`config.mk`:
```
export PLATFORM = sky130hd
export DESIGN_NAME = reg_file_8
export DESIGN_NICKNAME = d
export VERILOG_FILES = /design/src/rtl/reg_file_8.sv
export SDC_FILE = /design/constraint.sdc
export NUM_CORES = 1
export LEC_CHECK = 0
export ABC_AREA = 1
export CAP_MARGIN = 20
export CORE_MARGIN = 3
export CORE_UTILIZATION = 50
export DETAILED_ROUTE_END_ITERATION = 12
export PLACE_DENSITY = 0.82
export SYNTH_ARGS = -nofsm -noshare
export SYNTH_HDL_FRONTEND = slang
export SYNTH_SLANG_ARGS = --single-unit
```
`constraint.sdc`:
```
create_clock -name clk -period 2.2 [get_ports clk]
set_clock_uncertainty 0.1 [all_clocks]
set_input_delay 0.22 -clock clk [delete_from_list [all_inputs] [get_ports clk]]
set_output_delay 0.22 -clock clk [all_outputs]
set_load 0.01 [all_outputs]
```
`src/rtl/reg_file_8.sv`:
```
// reg_file_8: eight-entry register file, one write port, two registered read ports with write-first bypass
//   clk                        rising-edge clock
//   rst_n                      asynchronous active-low reset, clears array and read ports
//   wr_en, wr_addr, wr_data    write request, 3-bit index, data
//   rd_en_a, rd_addr_a         read request and index, port A
//   rd_data_a, rd_valid_a      registered read data and valid, port A
//   rd_en_b, rd_addr_b         read request and index, port B
//   rd_data_b, rd_valid_b      registered read data and valid, port B
module reg_file_8 #(
   parameter int WIDTH    = 16,
   parameter bit ZERO_REG = 1'b1
) (
   input  logic             clk,
   input  logic             rst_n,
   input  logic             wr_en,
   input  logic [2:0]       wr_addr,
   input  logic [WIDTH-1:0] wr_data,
   input  logic             rd_en_a,
   input  logic [2:0]       rd_addr_a,
   output logic [WIDTH-1:0] rd_data_a,
   output logic             rd_valid_a,
   input  logic             rd_en_b,
   input  logic [2:0]       rd_addr_b,
   output logic [WIDTH-1:0] rd_data_b,
   output logic             rd_valid_b
);
   logic [7:0]       strobe;
   logic [WIDTH-1:0] regs_q [8];
   logic [WIDTH-1:0] rd_data_a_q, rd_data_a_d, rd_data_b_q, rd_data_b_d;
   logic             rd_valid_a_q, rd_valid_b_q;
   // a hardwired register 0 never gets a strobe, so it keeps its reset value of 0 and
   // the bypass below (keyed on the strobe) also yields 0 for it
   always_comb
      for (int i = 0; i < 8; i++)
         strobe[i] = wr_en && (wr_addr == 3'(i)) && !(ZERO_REG && i == 0);
   for (genvar g = 0; g < 8; g++) begin : g_reg
      always_ff @(posedge clk or negedge rst_n)
         if (!rst_n)
            regs_q[g] <= '0;
         else if (strobe[g])
            regs_q[g] <= wr_data;
   end
   // write-first: a same-cycle write to the read index wins over the array contents
   always_comb begin
      rd_data_a_d = !rd_en_a ? rd_data_a_q : strobe[rd_addr_a] ? wr_data : regs_q[rd_addr_a];
      rd_data_b_d = !rd_en_b ? rd_data_b_q : strobe[rd_addr_b] ? wr_data : regs_q[rd_addr_b];
   end
   always_ff @(posedge clk or negedge rst_n)
      if (!rst_n) begin
         rd_data_a_q  <= '0;
         rd_data_b_q  <= '0;
         rd_valid_a_q <= 1'b0;
         rd_valid_b_q <= 1'b0;
      end else begin
         rd_data_a_q  <= rd_data_a_d;
         rd_data_b_q  <= rd_data_b_d;
         rd_valid_a_q <= rd_en_a;
         rd_valid_b_q <= rd_en_b;
      end
   assign rd_data_a  = rd_data_a_q;
   assign rd_data_b  = rd_data_b_q;
   assign rd_valid_a = rd_valid_a_q;
   assign rd_valid_b = rd_valid_b_q;
endmodule

```
==> metrics.md, run 1 <==
| Metric | Value |
|---|---|
| Die W | `130 um` |
| Avg Vias per Cell | `5.90` |
| Avg WL per Cell | `17.5 um` |
| Largest family of logic cells by synthesized area | `simple AND/OR/NAND/NOR gates` |
| Die Ht | `130 um` |
| Required time of the critical path | `2470 ps` |
| Mapped Nets | `1076` |
| Synth warnings | `0` |
| Starting Density | `52.0%` |
| Skew-Pair Late Insertion Delay | `430 ps` |
| Drt pass-1 iters | `8` |
| H-Tree Level Count | `4` |
| Total GRT Usage | `28.3%` |
| Status | `completed` |
| Peak VDD IR | `622 uV` |
| RD Place Congestion | `0.954` |
| Max Freq | `0.583 GHz` |
| Synth Instances | `1046` |
| Post-Route WL | `22.8 mm` |
| Root Driver | `clkbuf_16` |
| Mapped Area | `7670 um^2` |
| Layout Nets | `1139` |
| Final Hold Viols | `0` |
| Vias in the first global route | `7255` |
| Share of cells above drive strength 1 | `8.04%` |
| Compound-Gate Fraction of Synth Area | `19.1%` |
| Vias post-DR | `7686` |
| Top cell type's share of synthesized area | `47.7%` |
| Clock tree buffer depth | `2` |
| Fin crit share | `78.0%` |
| Input/output buffers | `63` |
| DRT iter0 DRCs | `1199` |
| Ys async rst share | `100%` |
| Worst setup SP type | `input port` |
| GRT overflow | `0` |
| Final setup vio count | `0` |
| Mean area per synthesized cell | `7.33 um^2` |
| Flops & latches, synth | `146` |
| Min Clock Period, post-route | `1720 ps` |
| Clk pin slew, worst setup/hold paths | `50 ps` |
| Mux cell area share after synthesis | `0%` |
| # Post-CTS Setup Buffers | `0` |
| Crit Path Max Fanout | `17` |
| CTS buffer count | `17` |
| CTS resizes | `0` |
| Final ANT Viol Nets | `0` |
| Largest net degree at the start of global routing | `48` |
| EDFF count, synth | `0` |
| Synth unique cells | `18` |
| Reg area | `3650 um^2` |
| Worst Max-Slew Pin Slew | `548 ps` |
| CTS tree | `yes` |
| P&R area growth vs syn | `19.7%` |
| Total die area | `16900 um^2` |
| CP Class | `in2reg` |
| Initial antenna violation count | `0` |
| Ant diodes | `0` |
| Residual DRC | `0` |
| Top FF cell, synth | `dfrtp_1` |
| Post-synth top area cell | `dfrtp_1` |
| Max Cap Violations | `0` |
| Max_slew headroom | `63.5%` |
| First-pass GRT wire length | `37.2 mm` |
| Ports | `64` |
| Simple-gate share of the synthesized area | `25.4%` |
| Post-Route Utilization | `62.2%` |
| Lkg Pwr | `4.43 nW` |
| Filler Cells Inserted | `1242` |
| Worst EP arrival | `1980 ps` |
| Cell Rows | `44` |
| Xor/xnor cell area share of the yosys netlist | `0%` |
| Hpwl dp | `15.6 mm` |
| Worst Hold Class | `in2async` |
| Post-synthesis sequential area ratio | `47.7%` |
| Area of the multi-input gates | `3410 um^2` |
| Setup crit end kind | `register` |
| Core area | `14800 um^2` |
| Final Max Slew Viols | `0` |
| PD cells | `858 nW/um^2` |
| Adder-Cell Fraction of Synth Area | `0%` |
| RSZ-0062 raised after global routing | `false` |
| Sink Count | `146` |
| Top post-synthesis cells by area | `dfrtp_1 (48%), nand2_1 (17%), o21ai_0 (13%)` |
| Total Neg Setup Slack | `0 ps` |
## per-stage QoR
step	hold WS (ps)	std cells	total power [mW]	area [um^2]	worst slack (ps)
4_1_cts	201	1303	7.84	9170	513
3_3_place_gp	78.1	1273	5.03	8610	76.8
2_1_floorplan	-176	1046	4.41	7670	741
6_report	188	1303	7.87	9170	483
5_1_grt	238	1303	8.27	9170	334
3_5_place_dp	78.2	1273	5.10	8610	88.9
## flip-flops by register name, indices dropped and copies added (netlist names)
| register | cells |
|---|---|
| rd_valid_b | 1 |
| rd_valid_a | 1 |
| regs_q | 112 |
| rd_data_a | 16 |
| rd_data_b | 16 |
## repair_timing
action | CTS | global route
setup endpoints to repair | 0 | 0
hold buffers | 1 | 0
hold endpoints to repair | 44 | 0
## worst paths after layout
check / startpoint / to / slack [ps] / cells past startpoint
max reg2reg: regs_q[89] / rd_data_a[9] / 710 / 6
max in group asynchronous: rst_n / rd_data_a[8] / 1060 / 3
min: rst_n / regs_q[64] / 190 / 2
max: rd_addr_b[1] / rd_data_b[1] / 480 / 10
min reg2reg: rd_data_b[8] / rd_data_b[8] / 380 / 2
min in group clk: wr_data[0] / regs_q[96] / 280 / 3
## per-layer routing
layer	global-route usage, %	routed length (um)	vias to the layer above
li1	-	-	3565
met5	0	0	-
met2	45.0	10400	500
met3	6.30	2160	81
met4	9.29	663	0
met1	38.6	9530	3540
## Yosys cell counts (7+ instances only)
library cell / instances
nand2_1: 341
o21ai_0: 196
dfrtp_1: 146
nand3_1: 105
a21oi_1: 77
inv_1: 72
clkbuf_1: 40
buf_2: 16
nor2_1: 13
o211ai_1: 12
buf_4: 7
## kinds of logic after synthesis
| kind of cell | after synthesis |
|---|---|
| AND/OR/NAND/NOR | 470 |
| buffers and inverters | 143 |
| AO/OA/AOI/OAI | 287 |
| flip-flops | 146 |
## cells in the final DEF, fill, tap and decap left out
cell type,n
nand2_1,341
o21ai_0,196
dfrtp_1,146
nand3_1,105
a21oi_1,77
inv_1,72
clkdlybuf4s50_1,60
buf_4,44
clkbuf_16,17
nor2_1,13
o211ai_1,12
nor2_2,5
nand2_4,5
clkbuf_1,4
buf_12,4
inv_2,3
clkinv_2,3
o21ai_1,2
bufinv_16,2
clkbuf_8,2
buf_2,2
nand2_2,1
clkinvlp_4,1
dlygate4sd3_1,1
buf_6,1
## critical path, stage by stage
cell	delay, ps
clkdlybuf4s50_1	530
nor2_2	370
inv_2	80
nor2_1	110
nor2_1	70
nand2_4	190
nand2_4	170
nand2_1	100
nand3_1	70
nand2_1	70
## cell type report
cell class / count / area share, %
well taps: 184 / 2.51
multi-input cells: 757 / 37.2
repair buffers: 112 / 11.4
flip-flops and latches: 146 / 39.8
inverters: 75 / 3.07
clock inverters: 6 / 0.900
clock buffers: 23 / 5.10
## where the power goes
part	switching, mW	internal [mW]	total (mW)
Combinational	0.954	0.660	1.61
Sequential	0.337	3.16	3.50
Clock	1.05	1.70	2.75
No activity file was read; power rests on OpenSTA's default activity.
==> run 2, diff against run 1 <==
Settings changed: PLACE_DENSITY 0.82 to 0.85.
Clock period 2.2 ns to 1.55 ns, I/O delays scaled along.
==> run 2 against run 1 <==
Effect of this change:
- the flow now finishes with violations (negative setup slack)
- critical path depth down 1
- total power up 49%
- worst setup slack worse by 490 ps
- clock power up 59%
- sequential cell count unchanged
- register-to-register slack worse by 700 ps
- final area up 5.4%
- die area unchanged
- largest cell class unchanged
==> metrics.md, run 2 (synthesis gave the netlist of run 1 again) <==
| Metric | Value |
|---|---|
| Clk pin slew, worst setup/hold paths | `60 ps (about the same)` |
| Lkg Pwr | `4.79 nW (+8.3%)` |
| Fin cells | `1336 (+2.5%)` |
| RD Place Congestion | `0.925 (-3.0%)` |
| Min Clock Period, post-route | `1550 ps` |
| Crit Path Max Fanout | `8 (-9)` |
| Input/output buffers | `63 (unchanged)` |
| Avg Vias per Cell | `6.03 (+2.2%)` |
| Commonest non-fill, non-tap cell in the layout | `nand2_1` |
| Total GRT Usage | `28.3% (+0.058 points)` |
| Largest net degree at the start of global routing | `62 (+29%)` |
| Worst EP arrival | `1760 ps (-220 ps)` |
| Starting Density | `52.0% (unchanged)` |
| Ant diodes | `0 (unchanged)` |
| DRT iter0 DRCs | `1170 (-2.4%)` |
| Max Cap Violations | `0 (unchanged)` |
| Max reg flops | `112 (unchanged)` |
| Total power | `11.7 mW (+49%)` |
| Initial antenna violation count | `0 (unchanged)` |
| Cell Rows | `44 (unchanged)` |
| Die Ht | `130 um (unchanged)` |
| CTS tree | `yes` |
| Die W | `130 um (unchanged)` |
| P&R area growth vs syn | `26.1%` |
| Skew-Pair Late Insertion Delay | `420 ps (about the same)` |
| Max_slew headroom | `67.8% (+4.4 points)` |
| Status | `finished with violations` |
| Hold_ws | `102 ps (-85.3 ps)` |
| Violated checks | `negative setup slack` |
| Core area | `14800 um^2 (unchanged)` |
| Final setup vio count | `1 (+1)` |
| H-Tree Level Count | `4 (unchanged)` |
| Placed cell count | `1294 (+1.6%)` |
| Worst Hold Class | `in2async` |
| Fin crit share | `100%` |
| Clock tree buffer depth | `2 (unchanged)` |
| Filler Cells Inserted | `1133 (-8.8%)` |
| Post-Route Utilization | `65.5% (+3.4 points)` |
| Post-Route WL | `24.3 mm (+6.5%)` |
| Total die area | `16900 um^2 (unchanged)` |
| Final worst slack | `-3.39 ps (-487 ps)` |
| Root Driver | `clkbuf_16` |
| Final Hold Viols | `0 (unchanged)` |
| Vias post-DR | `8052 (+4.8%)` |
| Setup crit end kind | `register` |
| CP Class | `in2reg` |
| Share of cells above drive strength 1 | `12.6% (+4.5 points)` |
| Vias in the first global route | `7587 (+4.6%)` |
| Avg WL per Cell | `18.2 um (+3.8%)` |
| Worst setup SP type | `input port` |
| Final ANT Viol Nets | `0 (unchanged)` |
| Final Max Slew Viols | `0 (unchanged)` |
| Layout Nets | `1170 (+2.7%)` |
| Drt pass-1 iters | `7 (-1)` |
| Residual DRC | `0 (unchanged)` |
| Peak VDD IR | `848 uV (+36%)` |
| Ports | `64 (unchanged)` |
| Worst Max-Slew Pin Slew | `482 ps (-65.3 ps)` |
| Hpwl dp | `15.6 mm (+0.18%)` |
| Required time of the critical path | `1760 ps (-710 ps)` |
| Top reg by flops | `regs_q` |
| Max Freq | `0.644 GHz` |
| GRT overflow | `0 (unchanged)` |
| First-pass GRT wire length | `37.6 mm (+1.1%)` |
| Commonest cells after routing, fill and taps aside | `nand2_1 (337), o21ai_0 (193), dfrtp_1 (146), nand3_1 (102), a21oi_1 (75)` |
| Sink Count | `146 (unchanged)` |
| CTS buffer count | `17 (unchanged)` |
| PD cells | `1210 nW/um^2 (+42%)` |
## run 2: final timing paths
path	startpoint	endpoint	slack [ps]	cells past startpoint
max in group asynchronous	rst_n	regs_q[46]	610	3
max reg2reg	regs_q[95]	rd_data_b[15]	10	8
min in group clk	wr_data[1]	regs_q[97]	230	3
max	rd_addr_b[2]	rd_data_b[15]	-3	9
min	rst_n	regs_q[72]	100	2
min reg2reg	rd_data_b[1]	rd_data_b[1]	370	2
## run 2: repair_timing
item | in CTS | in global routing
hold endpoints to repair | 146 | 0
endpoints found under the setup margin | 56 | 37
pin swaps | 1 | 8
buffers inserted | 1 | 9
gates resized for setup | 41 | 32
hold buffers | 1 | 0
## run 2: routing by layer
| layer | vias up | wire (um) | GRT usage (%) | part of all wire [%] |
|---|---|---|---|---|
| li1 | 3625 | - | - | - |
| met1 | 3673 | 9240 | 36.1 | 38 |
| met3 | 159 | 2620 | 6.18 | 11 |
| met5 | - | 0 | 0 | 0 |
| met2 | 595 | 11100 | 45.4 | 46 |
| met4 | 0 | 1270 | 14.9 | 5.2 |
## run 2: critical path, cell delays in order
cell and delay, ps:
clkdlybuf4s50_1 470, buf_6 150, clkinvlp_4 190, a21oi_1 180, nand3_1 110, o21ai_1 210, nand2_1 120, nand3_1 100
nand2_1 50
## run 2: final cells by class
cell class              count  area, um^2  share of cell area, %
repair buffers            143        1380                   14.3
well taps                 184         230                   2.38
clock buffers              18         439                   4.54
multi-input cells         757        3490                   36.1
clock inverters            13         184                   1.90
flip-flops and latches    146        3650                   37.8
inverters                  75         293                   3.03
## run 2: power by group
part / internal, mW / switching (mW)
sequential: 4.49 / 0.476
combinational: 0.964 / 1.45
clock: 2.73 / 1.63
## run 2: through the flow
stage	TNS [ps]	cell area, um^2	worst slack, ps
5_1_grt	-57.8	9670	-44.1
3_5_place_dp	-25630	8870	-682
3_3_place_gp	-21470	8870	-640
2_1_floorplan	0	7670	156
6_report	-3.39	9670	-3.39
4_1_cts	0	9500	0.447
==> run 3, diff against run 2 <==
Settings changed: CELL_PAD_IN_SITES_DETAIL_PLACEMENT from default to 0, CELL_PAD_IN_SITES_GLOBAL_PLACEMENT from default to 1, CORE_UTILIZATION 50 to 39, PLACE_DENSITY 0.85 to 0.89.
==> run 3 against run 2 <==
Effect of this change:
- the flow now finishes without violations
- via count down 6.5%
- register-to-register slack better by 90 ps
- sequential share of layout area shrank 0.49 points
- final cell count increased by 6.5%
- critical path type unchanged
- non-clock buffer count up 10
- hold slack got worse by 2.7 ps
- critical path depth is the same
- total power down 3.0%
- largest power group unchanged
- worst setup slack gained 80 ps
- routed wire length fell by 2.1%
==> metrics.md, run 3 (synthesis gave the netlist of run 1 again) <==
| Metric | Value |
|---|---|
| Status | `completed` |
| Initial antenna violation count | `0 (unchanged)` |
| Placed cell count | `1388 (+7.3%)` |
| Input/output buffers | `63 (unchanged)` |
| Skew-Pair Late Insertion Delay | `430 ps (about the same)` |
| Share of cells above drive strength 1 | `13.2% (+0.65 points)` |
| Worst path max stage delay | `560 ps (+90 ps)` |
| CTS tree | `yes` |
| CP cell instances | `clkdlybuf4s50_1, inv_1, buf_4, a21oi_1, nand3_1, o21ai_0, nand2_1, nand3_1, nand2_1` |
| Final Max Slew Viols | `0 (unchanged)` |
| Cell Rows | `50 (+14%)` |
| Avg WL per Cell | `16.7 um (-8.1%)` |
| Worst setup slack after placement | `-645 ps (+36.9 ps)` |
| Die Ht | `146 um (+13%)` |
| Die W | `146 um (+13%)` |
| CTS buffer count | `17 (unchanged)` |
| PD cells | `1160 nW/um^2 (-4.3%)` |
| Reg-to-Reg Start | `regs_q[85]` |
| Core area | `19000 um^2 (+29%)` |
| Largest net degree at the start of global routing | `43 (-31%)` |
| Crit Path Max Fanout | `7 (-1)` |
| Total GRT Usage | `22.5% (-5.8 points)` |
| Lkg Pwr | `4.81 nW (+0.47%)` |
| Peak VDD IR | `523 uV (-38%)` |
| Max reg flops | `112 (unchanged)` |
| RSZ-0062 raised after global routing | `true` |
| H-Tree Level Count | `4 (unchanged)` |
| CP top delay family | `buffers and inverters` |
| Residual DRC | `0 (unchanged)` |
| Worst EP arrival | `1690 ps (-70 ps)` |
| Avg Vias per Cell | `5.29 (-12%)` |
| Setup crit end kind | `register` |
| Final setup vio count | `0 (-1)` |
| Max_slew headroom | `67.7% (-0.11 points)` |
| Hold_ws | `99.6 ps (-2.68 ps)` |
| Worst Hold Class | `in2async` |
| Required time of the critical path | `1770 ps (about the same)` |
| Ant diodes | `0 (unchanged)` |
| Post-Route Utilization | `51.5% (-14 points)` |
| Max Cap Violations | `0 (unchanged)` |
| Min Clock Period, post-route | `1470 ps (-79.6 ps)` |
| Final worst slack | `76.2 ps (+79.6 ps)` |
| Worst setup SP type | `input port` |
| First-pass GRT wire length | `38.6 mm (+2.6%)` |
| Starting Density | `40.3% (-12 points)` |
| Critical path's slowest cell | `clkdlybuf4s50_1` |
| Worst Max-Slew Pin Slew | `484 ps (+1.71 ps)` |
| Max Freq | `0.679 GHz (+5.4%)` |
| Filler Cells Inserted | `1896 (+67%)` |
| Clock tree buffer depth | `2 (unchanged)` |
| Fin cells | `1423 (+6.5%)` |
| Fin crit share | `95.1% (-5.1 points)` |
| Critical Path Start | `rd_addr_a[2]` |
| Sink Count | `146 (unchanged)` |
| Vias post-DR | `7525 (-6.5%)` |
| Drt pass-1 iters | `6 (-1)` |
| Commonest cells after routing, fill and taps aside | `nand2_1 (337), o21ai_0 (193), dfrtp_1 (146), nand3_1 (103), a21oi_1 (77)` |
| Final Hold Viols | `0 (unchanged)` |
| Layout Nets | `1180 (+0.85%)` |
| Root Driver | `clkbuf_16` |
| GRT overflow | `0 (unchanged)` |
| Ports | `64 (unchanged)` |
| Total die area | `21400 um^2 (+27%)` |
| Hpwl dp | `16.9 mm (+8.7%)` |
| Final ANT Viol Nets | `0 (unchanged)` |
| Vias in the first global route | `7075 (-6.7%)` |
| CP bufs+invs | `3 (unchanged)` |
| Commonest non-fill, non-tap cell in the layout | `nand2_1` |
| P&R area growth vs syn | `27.8%` |
| Top reg by flops | `regs_q` |
| DRT iter0 DRCs | `890 (-24%)` |
| Post-Route WL | `23.8 mm (-2.1%)` |
| Clk pin slew, worst setup/hold paths | `60 ps (about the same)` |
| CP Class | `in2reg` |
| RD Place Congestion | `0.905 (-2.2%)` |
==> run 3: changes by cell type in the layout (fill, tap and decap cells not counted), moves of 2 or more <==
cell,previous run,this run
buf_4,62,72
buf_12,12,17
buf_6,6,1
dlymetal6s2s_1,9,5
dlygate4sd2_1,30,33
nor2_2,5,8
a21oi_1,75,77
a21oi_2,2,0
bufinv_16,4,2
nand2_4,5,7
nor2_1,9,7
==> run 3: area by class of cell <==
cell class                 count  area [um^2]  area share (%)
multi-input combinational    757         3470            35.5
clock buffer                  19          443            4.52
clock inverter                13          136            1.39
inverter                      75          285            2.91
sequential                   146         3650            37.3
timing repair buffer         153         1480            15.1
tap                          260          325            3.32
==> run 3: metal layers <==
layer  track usage, %  part of all wire (%)  up-vias  wire length (um)
met5                0                     0        -                 0
met1             32.2                    46     3518             11000
met3             4.47                   6.9       44              1630
met4             6.59                   1.9        0               452
li1                 -                     -     3654                 -
met2             34.9                    45      309             10700
==> run 3: worst paths after layout <==
kind                                endpoint  slack [ps]  cells past startpoint
worst min register to register  rd_data_b[9]         370                      2
worst max-delay path            rd_data_a[1]          80                      9
max in group asynchronous         regs_q[35]         670                      3
worst max register to register  rd_data_a[5]         100                      6
min in group clk                  regs_q[68]         170                      5
worst min-delay path            rd_data_b[8]         100                      2
==> run 3: timing repair <==
item,4_1_cts,5_1_grt
endpoints found under the hold margin,146,0
buffers inserted,0,2
hold buffers,1,0
setup endpoints to repair,65,33
resized for setup,39,26
pin swaps,0,4
==> run 3: stage by stage <==
| stage | cell area [um^2] | TNS, ps | power, mW |
|---|---|---|---|
| floorplan | 7670 | 0 | 6.26 |
| global placement | 9160 | -27940 | 7.35 |
| detailed placement | 9160 | -30590 | 7.42 |
| CTS | 9720 | 0 | 11.4 |
| global route | 9800 | -37.1 | 12.0 |
| finish | 9800 | 0 | 11.4 |
==> run 3: power by group <==
group	switching (mW)	leakage, nW	internal [mW]
Clock	1.66	0.275	2.40
Sequential	0.454	1.82	4.49
Combinational	1.39	2.72	0.986
